**config.mk**
```make
export PLATFORM = sky130hd
export DESIGN_NAME = mem_port_arbiter
export DESIGN_NICKNAME = d
export VERILOG_FILES = /design/src/rtl/mem_port_arbiter.sv
export SDC_FILE = /design/constraint.sdc
export NUM_CORES = 1
export LEC_CHECK = 0
export ABC_CLOCK_PERIOD_IN_PS = 2000
export CAP_MARGIN = 20
export CORE_MARGIN = 1
export CORE_UTILIZATION = 42
export CTS_CLUSTER_SIZE = 16
export DETAILED_ROUTE_END_ITERATION = 10
export PLACE_DENSITY_LB_ADDON = 0.2
export SKIP_CTS_REPAIR_TIMING = 1
export SYNTH_ARGS = -nofsm -noshare
export SYNTH_HDL_FRONTEND = slang
export SYNTH_SLANG_ARGS = --single-unit
export TNS_END_PERCENT = 5
```
**constraint.sdc**
```tcl
create_clock -name clk -period 2 [get_ports clk]
set_input_delay 0.2 -clock clk [delete_from_list [all_inputs] [get_ports clk]]
set_output_delay 0.2 -clock clk [all_outputs]
set_load 0.005 [all_outputs]
```
**src/rtl/mem_port_arbiter.sv**
```systemverilog
`default_nettype none
// ============================================================================
// Module   : mem_port_arbiter
// Purpose  : Serialises CPU and DMA accesses to one unified memory with a
//            fixed MEM_LAT-cycle access time. Define MEM_ARB_RR_EN for
//            round-robin arbitration instead of CPU priority + DMA_WAIT.
// Revision : 1.0 - initial release
// ============================================================================
module mem_port_arbiter #(
  parameter int ADDR_W   = 32,
  parameter int DATA_W   = 32,
  parameter int MEM_LAT  = 2,
  parameter int DMA_WAIT = 4
) (
  input  logic              clk,
  input  logic              rst_n,
  input  logic              i_cpu_req,
  input  logic              i_cpu_we,
  input  logic [ADDR_W-1:0] i_cpu_addr,
  input  logic [DATA_W-1:0] i_cpu_wdata,
  output logic [DATA_W-1:0] o_cpu_rdata,
  output logic              o_cpu_ready,
  input  logic              i_dma_req,
  input  logic              i_dma_we,
  input  logic [ADDR_W-1:0] i_dma_addr,
  input  logic [DATA_W-1:0] i_dma_wdata,
  output logic [DATA_W-1:0] o_dma_rdata,
  output logic              o_dma_ready,
  output logic              o_mem_en,
  output logic              o_mem_we,
  output logic [ADDR_W-1:0] o_mem_addr,
  output logic [DATA_W-1:0] o_mem_wdata,
  input  logic [DATA_W-1:0] i_mem_rdata,
  output logic              o_owner
);

  localparam logic [3:0] c_LAT_INIT = 4'(MEM_LAT - 1);

  typedef enum logic [1:0] {
    ST_IDLE   = 2'd0,
    ST_ACCESS = 2'd1,
    ST_RESP   = 2'd2
  } state_t;

  state_t              r_state;
  logic [3:0]          r_lat_cnt;
  logic                r_owner;
  logic                r_mem_en;
  logic                r_mem_we;
  logic [ADDR_W-1:0]   r_addr;
  logic [DATA_W-1:0]   r_wdata;
  logic [DATA_W-1:0]   r_cpu_rdata;
  logic [DATA_W-1:0]   r_dma_rdata;
  logic                r_cpu_ready;
  logic                r_dma_ready;

  logic                w_grant;
  logic                w_grant_dma;

  assign w_grant = i_cpu_req | i_dma_req;

`ifdef MEM_ARB_RR_EN
  // On contention the port that did not own the last grant wins.
  assign w_grant_dma = i_dma_req & (~i_cpu_req | ~r_owner);
`else
  localparam int STREAK_W = (DMA_WAIT < 1) ? 1 : $clog2(DMA_WAIT + 1);

  logic [STREAK_W-1:0] r_streak;
  logic                w_streak_full;

  assign w_streak_full = (r_streak == STREAK_W'(DMA_WAIT));
  assign w_grant_dma   = i_dma_req & (~i_cpu_req | w_streak_full);

  // Counts CPU grants made over a pending DMA request; only IDLE samples count.
  always_ff @(posedge clk or negedge rst_n) begin
    if (!rst_n) begin
      r_streak <= '0;
    end else if (r_state == ST_IDLE) begin
      if (!i_dma_req || w_grant_dma) begin
        r_streak <= '0;
      end else if (i_cpu_req && !w_streak_full) begin
        r_streak <= r_streak + 1'b1;
      end
    end
  end
`endif

  always_ff @(posedge clk or negedge rst_n) begin
    if (!rst_n) begin
      r_state     <= ST_IDLE;
      r_lat_cnt   <= '0;
      r_owner     <= 1'b0;
      r_mem_en    <= 1'b0;
      r_mem_we    <= 1'b0;
      r_addr      <= '0;
      r_wdata     <= '0;
      r_cpu_rdata <= '0;
      r_dma_rdata <= '0;
      r_cpu_ready <= 1'b0;
      r_dma_ready <= 1'b0;
    end else begin
      r_cpu_ready <= 1'b0;
      r_dma_ready <= 1'b0;
      case (r_state)
        ST_IDLE: begin
          if (w_grant) begin
            r_owner   <= w_grant_dma;
            r_mem_en  <= 1'b1;
            r_mem_we  <= w_grant_dma ? i_dma_we    : i_cpu_we;
            r_addr    <= w_grant_dma ? i_dma_addr  : i_cpu_addr;
            r_wdata   <= w_grant_dma ? i_dma_wdata : i_cpu_wdata;
            r_lat_cnt <= c_LAT_INIT;
            r_state   <= ST_ACCESS;
          end
        end
        ST_ACCESS: begin
          if (r_lat_cnt == 4'd0) begin
            // Read data is only valid in the last access cycle.
            if (!r_mem_we) begin
              if (r_owner) begin
                r_dma_rdata <= i_mem_rdata;
              end else begin
                r_cpu_rdata <= i_mem_rdata;
              end
            end
            r_cpu_ready <= ~r_owner;
            r_dma_ready <= r_owner;
            r_mem_en    <= 1'b0;
            r_mem_we    <= 1'b0;
            r_state     <= ST_RESP;
          end else begin
            r_lat_cnt <= r_lat_cnt - 4'd1;
          end
        end
        ST_RESP: begin
          r_state <= ST_IDLE;
        end
        default: begin
          r_state <= ST_IDLE;
        end
      endcase
    end
  end

  assign o_cpu_rdata = r_cpu_rdata;
  assign o_cpu_ready = r_cpu_ready;
  assign o_dma_rdata = r_dma_rdata;
  assign o_dma_ready = r_dma_ready;
  assign o_mem_en    = r_mem_en;
  assign o_mem_we    = r_mem_we;
  assign o_mem_addr  = r_addr;
  assign o_mem_wdata = r_wdata;
  assign o_owner     = r_owner;

endmodule
`default_nettype wire

```
# After elaboration in Yosys (flattened, before gate mapping)

Index checks and enable logic that the tools add are counted.

Input port bits: 166
Logic and storage cells: 60
Register bits after elaboration: 142
Output and inout port bits: 133

Add/sub/neg operators: 2
Equality and inequality tests: 5
Bitwise gates (word level): 6
Reduce and logical (&&, ||, !) cells: 15
Muxes and demuxes: 20

Operators by type and width:

| operator                                                           | number |
|---|---|
| 32-bit two-way mux                                                 | 2 |
| 1-bit two-way mux                                                  | 8 |
| 4-bit two-way mux                                                  | 2 |
| 4-bit one-hot mux with 2 select lines                              | 1 |
| 4-bit AND reduction                                                | 2 |
| 3-bit two-way mux                                                  | 2 |
| 2-bit inequality test, second input constant                       | 3 |
| 2-bit AND reduction                                                | 3 |
| 3-bit AND reduction                                                | 2 |
| 4-bit logical NOT                                                  | 1 |
| 2-bit two-way mux                                                  | 2 |
| 1-bit one-hot mux with 2 select lines                              | 2 |
| 2-bit one-hot mux with 2 select lines                              | 1 |
| 2-bit nonzero test                                                 | 2 |
| 4-bit by 1-bit subtractor with 4-bit output, second input constant | 1 |
| 3-bit by 1-bit adder with 3-bit output, second input constant      | 1 |
| 3-bit == test, second input constant                               | 1 |
| 1-bit inverter                                                     | 3 |
| 2-bit by 1-bit == test with 1-bit output, second input constant    | 1 |
| 1-bit logical NOT                                                  | 2 |
| 2-bit logical NOT                                                  | 1 |
| 1-bit bitwise OR                                                   | 2 |
| 1-bit AND                                                          | 1 |
| 1-bit logical AND                                                  | 1 |
| 1-bit logical OR                                                   | 1 |

# Depth between registers and ports, before layout

Depth after elaboration: 6
Gate-level depth with buffers: 7
Depth with buffers taken out: 5

# Worst setup path after synthesis

Ideal clock, no wire load.

Path kind: register to register
Start point: register r_lat_cnt[0]
End point: register r_lat_cnt[0]
Path buffers: 0
Library setup time: 0.130 ns
Required time: 1.870 ns
Period minus slack after synthesis: 1.664 ns
Stages on the path, launching flop included: 6
Data arrival time: 1.533 ns
Setup slack: 0.336 ns
Cells stage by stage: dfrtp_1 inv_1 ha_1 or3b_2 a221oi_1 a21oi_1

Word-level cells in the longest chain between the ends: 3
Elaborated cells on any way between the ends: 6
Those cells by class: 1 x add/sub; 1 x eq/ne; 2 x mux; 2 x reduce/logical

Ends and longest elaborated chain:

| item                                                                             | line     | RTL |
|---|---|---|
| start: declaration                                                               | 46       | `logic [3:0] r_lat_cnt;` |
| start signal: assignment                                                         | 112      | `r_lat_cnt <= c_LAT_INIT;` |
| start signal: assignment                                                         | 132      | `r_lat_cnt <= r_lat_cnt - 4'd1;` |
| 4-bit by 1-bit subtractor with 4-bit output or 4-bit logical NOT (tied branches) | 132, 117 |  |
| 4-bit two-way mux or 2-bit inequality test (tied branches)                       | n/a      |  |
| 4-bit one-hot mux with 2 select lines or 3-bit AND reduction (tied branches)     | n/a      |  |

Several ways; a longest one is shown, not always the timed one. The select of a mux whose other input is x is not followed.
A chain may end at the register's enable or synchronous reset.

# Worst setup path in the final report

Start point: register r_streak[0]
End point: register r_addr[17] (netlist: o_mem_addr[17])

Word-level cells in the longest chain between the ends: 4

Ends and longest elaborated chain:

| item                     | line | RTL |
|---|---|---|
| start: declaration       | 68   | `logic [STREAK_W-1:0] r_streak;` |
| start signal: assignment | 82   | `r_streak <= r_streak + 1'b1;` |
| 3-bit == test            | 71   | `assign w_streak_full = (r_streak == STREAK_W'(DMA_WAIT));` |
| 1-bit bitwise OR         | 72   | `assign w_grant_dma = i_dma_req & (~i_cpu_req \| w_streak_full);` |
| 1-bit AND                | 72   |  |
| 32-bit two-way mux       | 110  | `r_addr <= w_grant_dma ? i_dma_addr : i_cpu_addr;` |
| end signal: assignment   | 110  |  |
| end: declaration         | 50   | `logic [ADDR_W-1:0] r_addr;` |

No other way between the ends.

==> results_dict.tcl <==
set metrics [dict create \
    h-tree-depth 4 \
    synth_mux_area_share_pct 11.2 \
    status "completed" \
    period_share_pct 93.2 \
    cp-startpoint "r_streak[0]$_DFFE_PN0P_" \
    synth_top_area_cell "dfrtp_1" \
    io_pins 299 \
    synth.avg_cell_area_um2 11.1 \
    r2r-start "r_streak[0]$_DFFE_PN0P_" \
    synth-async-reset-ratio_pct 100 \
    grt_pass1_vias 6303 \
    maxSlewViolCount 0 \
    numCtsBuffers 17 \
    setup_viol 0 \
    leakagePower_uw 0.00399 \
    final-hold-violation-count 0 \
    vias_per_cell 5.76 \
    maxCapViolations 0 \
    crit_arrival_ns 2.19 \
    min_from "i_dma_req" \
    grtUsageTotal_pct 26.3 \
    yosysMostFrequentCell "dfrtp_1" \
    final_core_util_pct 67.9 \
    die_h_um 127 \
    netlist_top_cells_area "dfrtp_1, o211ai_1, mux2_1, nand4_1, nand3_1" \
    fmax_mhz 537 \
    hp-class "in2reg" \
    fin_crit_ns 1.86 \
    power_density_nw_per_um2 1450 \
    drt_wl_total_um 20300 \
    die-area_um2 16000 \
    synth_edf_count 0 \
    antennaDiodeCount 0 \
    drt_iter0_drc 334 \
    drc_errors 0 \
    tightest_slew_ns 0.726 \
    ys_seq_area_share_pct 54.5 \
    ys_dominant_reg_cell "dfrtp_1" \
    gp_congestion 0.808 \
    fill_cells 1142 \
    synth-adder-area-share_pct 0.767 \
    synth_top_family_by_area "compound AO/OA/AOI/OAI gates" \
    fin_setup_tns_ns 0 \
    fp-row-count 45 \
    layout-drive-gt1-share_pct 10.1 \
    synthesis.area_um2 6520 \
    ir_worst_vdd_uv 888 \
    cp-start-kind "flop" \
    crit_fanout 65 \
    antenna_found_initial 0 \
    grt_first_pass_wirelength_um 32600 \
    dr.pass1.iters 5 \
    cts_tree "built" \
    worstSkewPairLatency_ns 0.42 \
    vias 6110 \
    cp-end-kind "flop" \
    path_clk_slew_ns 0.06 \
    overflow 0 \
    routedWlPerCell_um 19.2 \
    dp_hpwl_um 13900 \
    drtAntennaViolNets 0 \
    start_util_pct 42.9 \
    synthDistinctLibCells 38 \
    nNetsFinal 1029 \
    cts_num_sinks 142 \
    cts.path.max_buffers 2 \
    areaGrowthSynthToFinish_pct 58.3 \
    worstSetupPathType "reg2reg" \
    syn-instance-count 587 \
    critPathRequiredTime_ns 2.33 \
    yosys.area.top_type_share_pct 54.5 \
    core_area_um2 15200 \
    synth_nets 757 \
    skew_ns 0.0102 \
    rsz0062_at_grt "no" \
    yosysWarnings 0 \
    synth_seq_cells 142 \
    synth_compound_area_share_pct 14.2 \
    max_slew_margin_pct 51.6 \
    synth-xor-area-share_pct 0 \
    clockRootBuffer "clkbuf_16" \
    die_w_um 127 \
    grt_max_degree 83 \
    io_buffers 298 \
    synth_simple_gate_area_share_pct 14.1 \
    yosys-top-cells-count "dfrtp_1, nand3_1, nand4_1" \
]
worst max-delay path, cell delays in order, from the launching register on:
cell	delay, ns
dfrtp_1	0.41
inv_1	0.09
ha_1	0.19
a21bo_2	0.15
buf_4	0.56
nand4_1	0.18
o211ai_1	0.15
metal layers:
metal  vias up  global-route usage, %  share of wire, %
li1       2770                      -                 -
met1      2995                   32.0                40
met2       303                   43.0                49
met3        42                   8.22               8.4
met4         0                   11.6               2.9
met5         -                      0                 0
state kept, by name (all words and copies together) (netlist names):
register	flops
r_lat_cnt	4
o_dma_rdata	32
o_mem_we	1
o_cpu_rdata	32
r_streak	3
o_dma_ready	1
o_mem_wdata	32
o_mem_en	1
o_cpu_ready	1
r_state	2
o_mem_addr	32
o_owner	1
worst paths after layout:
kind                       slack [ns]  cells past startpoint                           to
setup / recovery                 0.14                      6   o_mem_addr[17]$_DFFE_PN0P_
hold / removal                   0.25                      3      r_streak[1]$_DFFE_PN0P_
setup reg to reg                 0.14                      6   o_mem_addr[17]$_DFFE_PN0P_
hold reg to reg                  0.48                      1         o_mem_en$_DFFE_PN0P_
max in group asynchronous        1.00                      3  o_dma_rdata[19]$_DFFE_PN0P_
min in group asynchronous        0.30                      2  o_dma_rdata[24]$_DFFE_PN0P_
cell families after synthesis:
logic type,count (synthesis)
simple gates,158
compound gates,146
flops,142
buf+inv,72
mux,65
fa+ha+maj,4
metrics by stage:
| step | power (µW) | instance area (µm²) | cells | hold slack (ns) | setup slack (ns) |
|---|---|---|---|---|---|
| floorplan | 7820 | 6520 | 587 | -0.0956 | 0.336 |
| global route | 15900 | 10300 | 1060 | 0.288 | 0.0110 |
| detailed placement | 11800 | 9690 | 1027 | 0.172 | 0.151 |
| CTS | 15100 | 10300 | 1059 | -0.281 | 0.142 |
| finish | 15000 | 10300 | 1060 | 0.251 | 0.137 |
| global placement | 11500 | 9690 | 1027 | 0.167 | 0.222 |
cell type report:
| class | instances | area, µm² | share of cell area [%] |
|---|---|---|---|
| clock buffer | 20 | 467 | 4.52 |
| clock inverter | 12 | 158 | 1.53 |
| inverter | 8 | 30.0 | 0.291 |
| multi-input combinational | 373 | 2640 | 25.6 |
| sequential | 142 | 3550 | 34.4 |
| tap | 188 | 235 | 2.28 |
| timing repair buffer | 317 | 3240 | 31.4 |
where the power goes:
group | internal (µW) | total [µW] | switching, µW
Combinational | 3900 | 6620 | 2720
Clock | 2070 | 3300 | 1230
Sequential | 4300 | 5090 | 791
Total | 10300 | 15000 | 4750
layout by cell type, fill, tap and decap left out, types with 3 or more instances in the layout:
cell             synthesis  final
clkbuf_16                0     17
nand3_1                 68     68
clkbuf_8                 0      3
o21ai_0                 58     58
clkdlybuf4s50_1          0    296
or2_2                    2      3
mux2_2                  23     23
buf_4                    0      9
nand2b_1                 3      3
nand4_1                 67     67
dfrtp_1                142    142
mux2_1                  41     41
clkinvlp_4               0      3
o211ai_1                65     65
nand2_1                  3      3
nor2_1                   4      3
ha_1                     4      4
o21ai_1                 10     10
bufinv_16                0      3
inv_1                    8      8
buf_12                   0      9
Power figures use the tool's default switching activity.
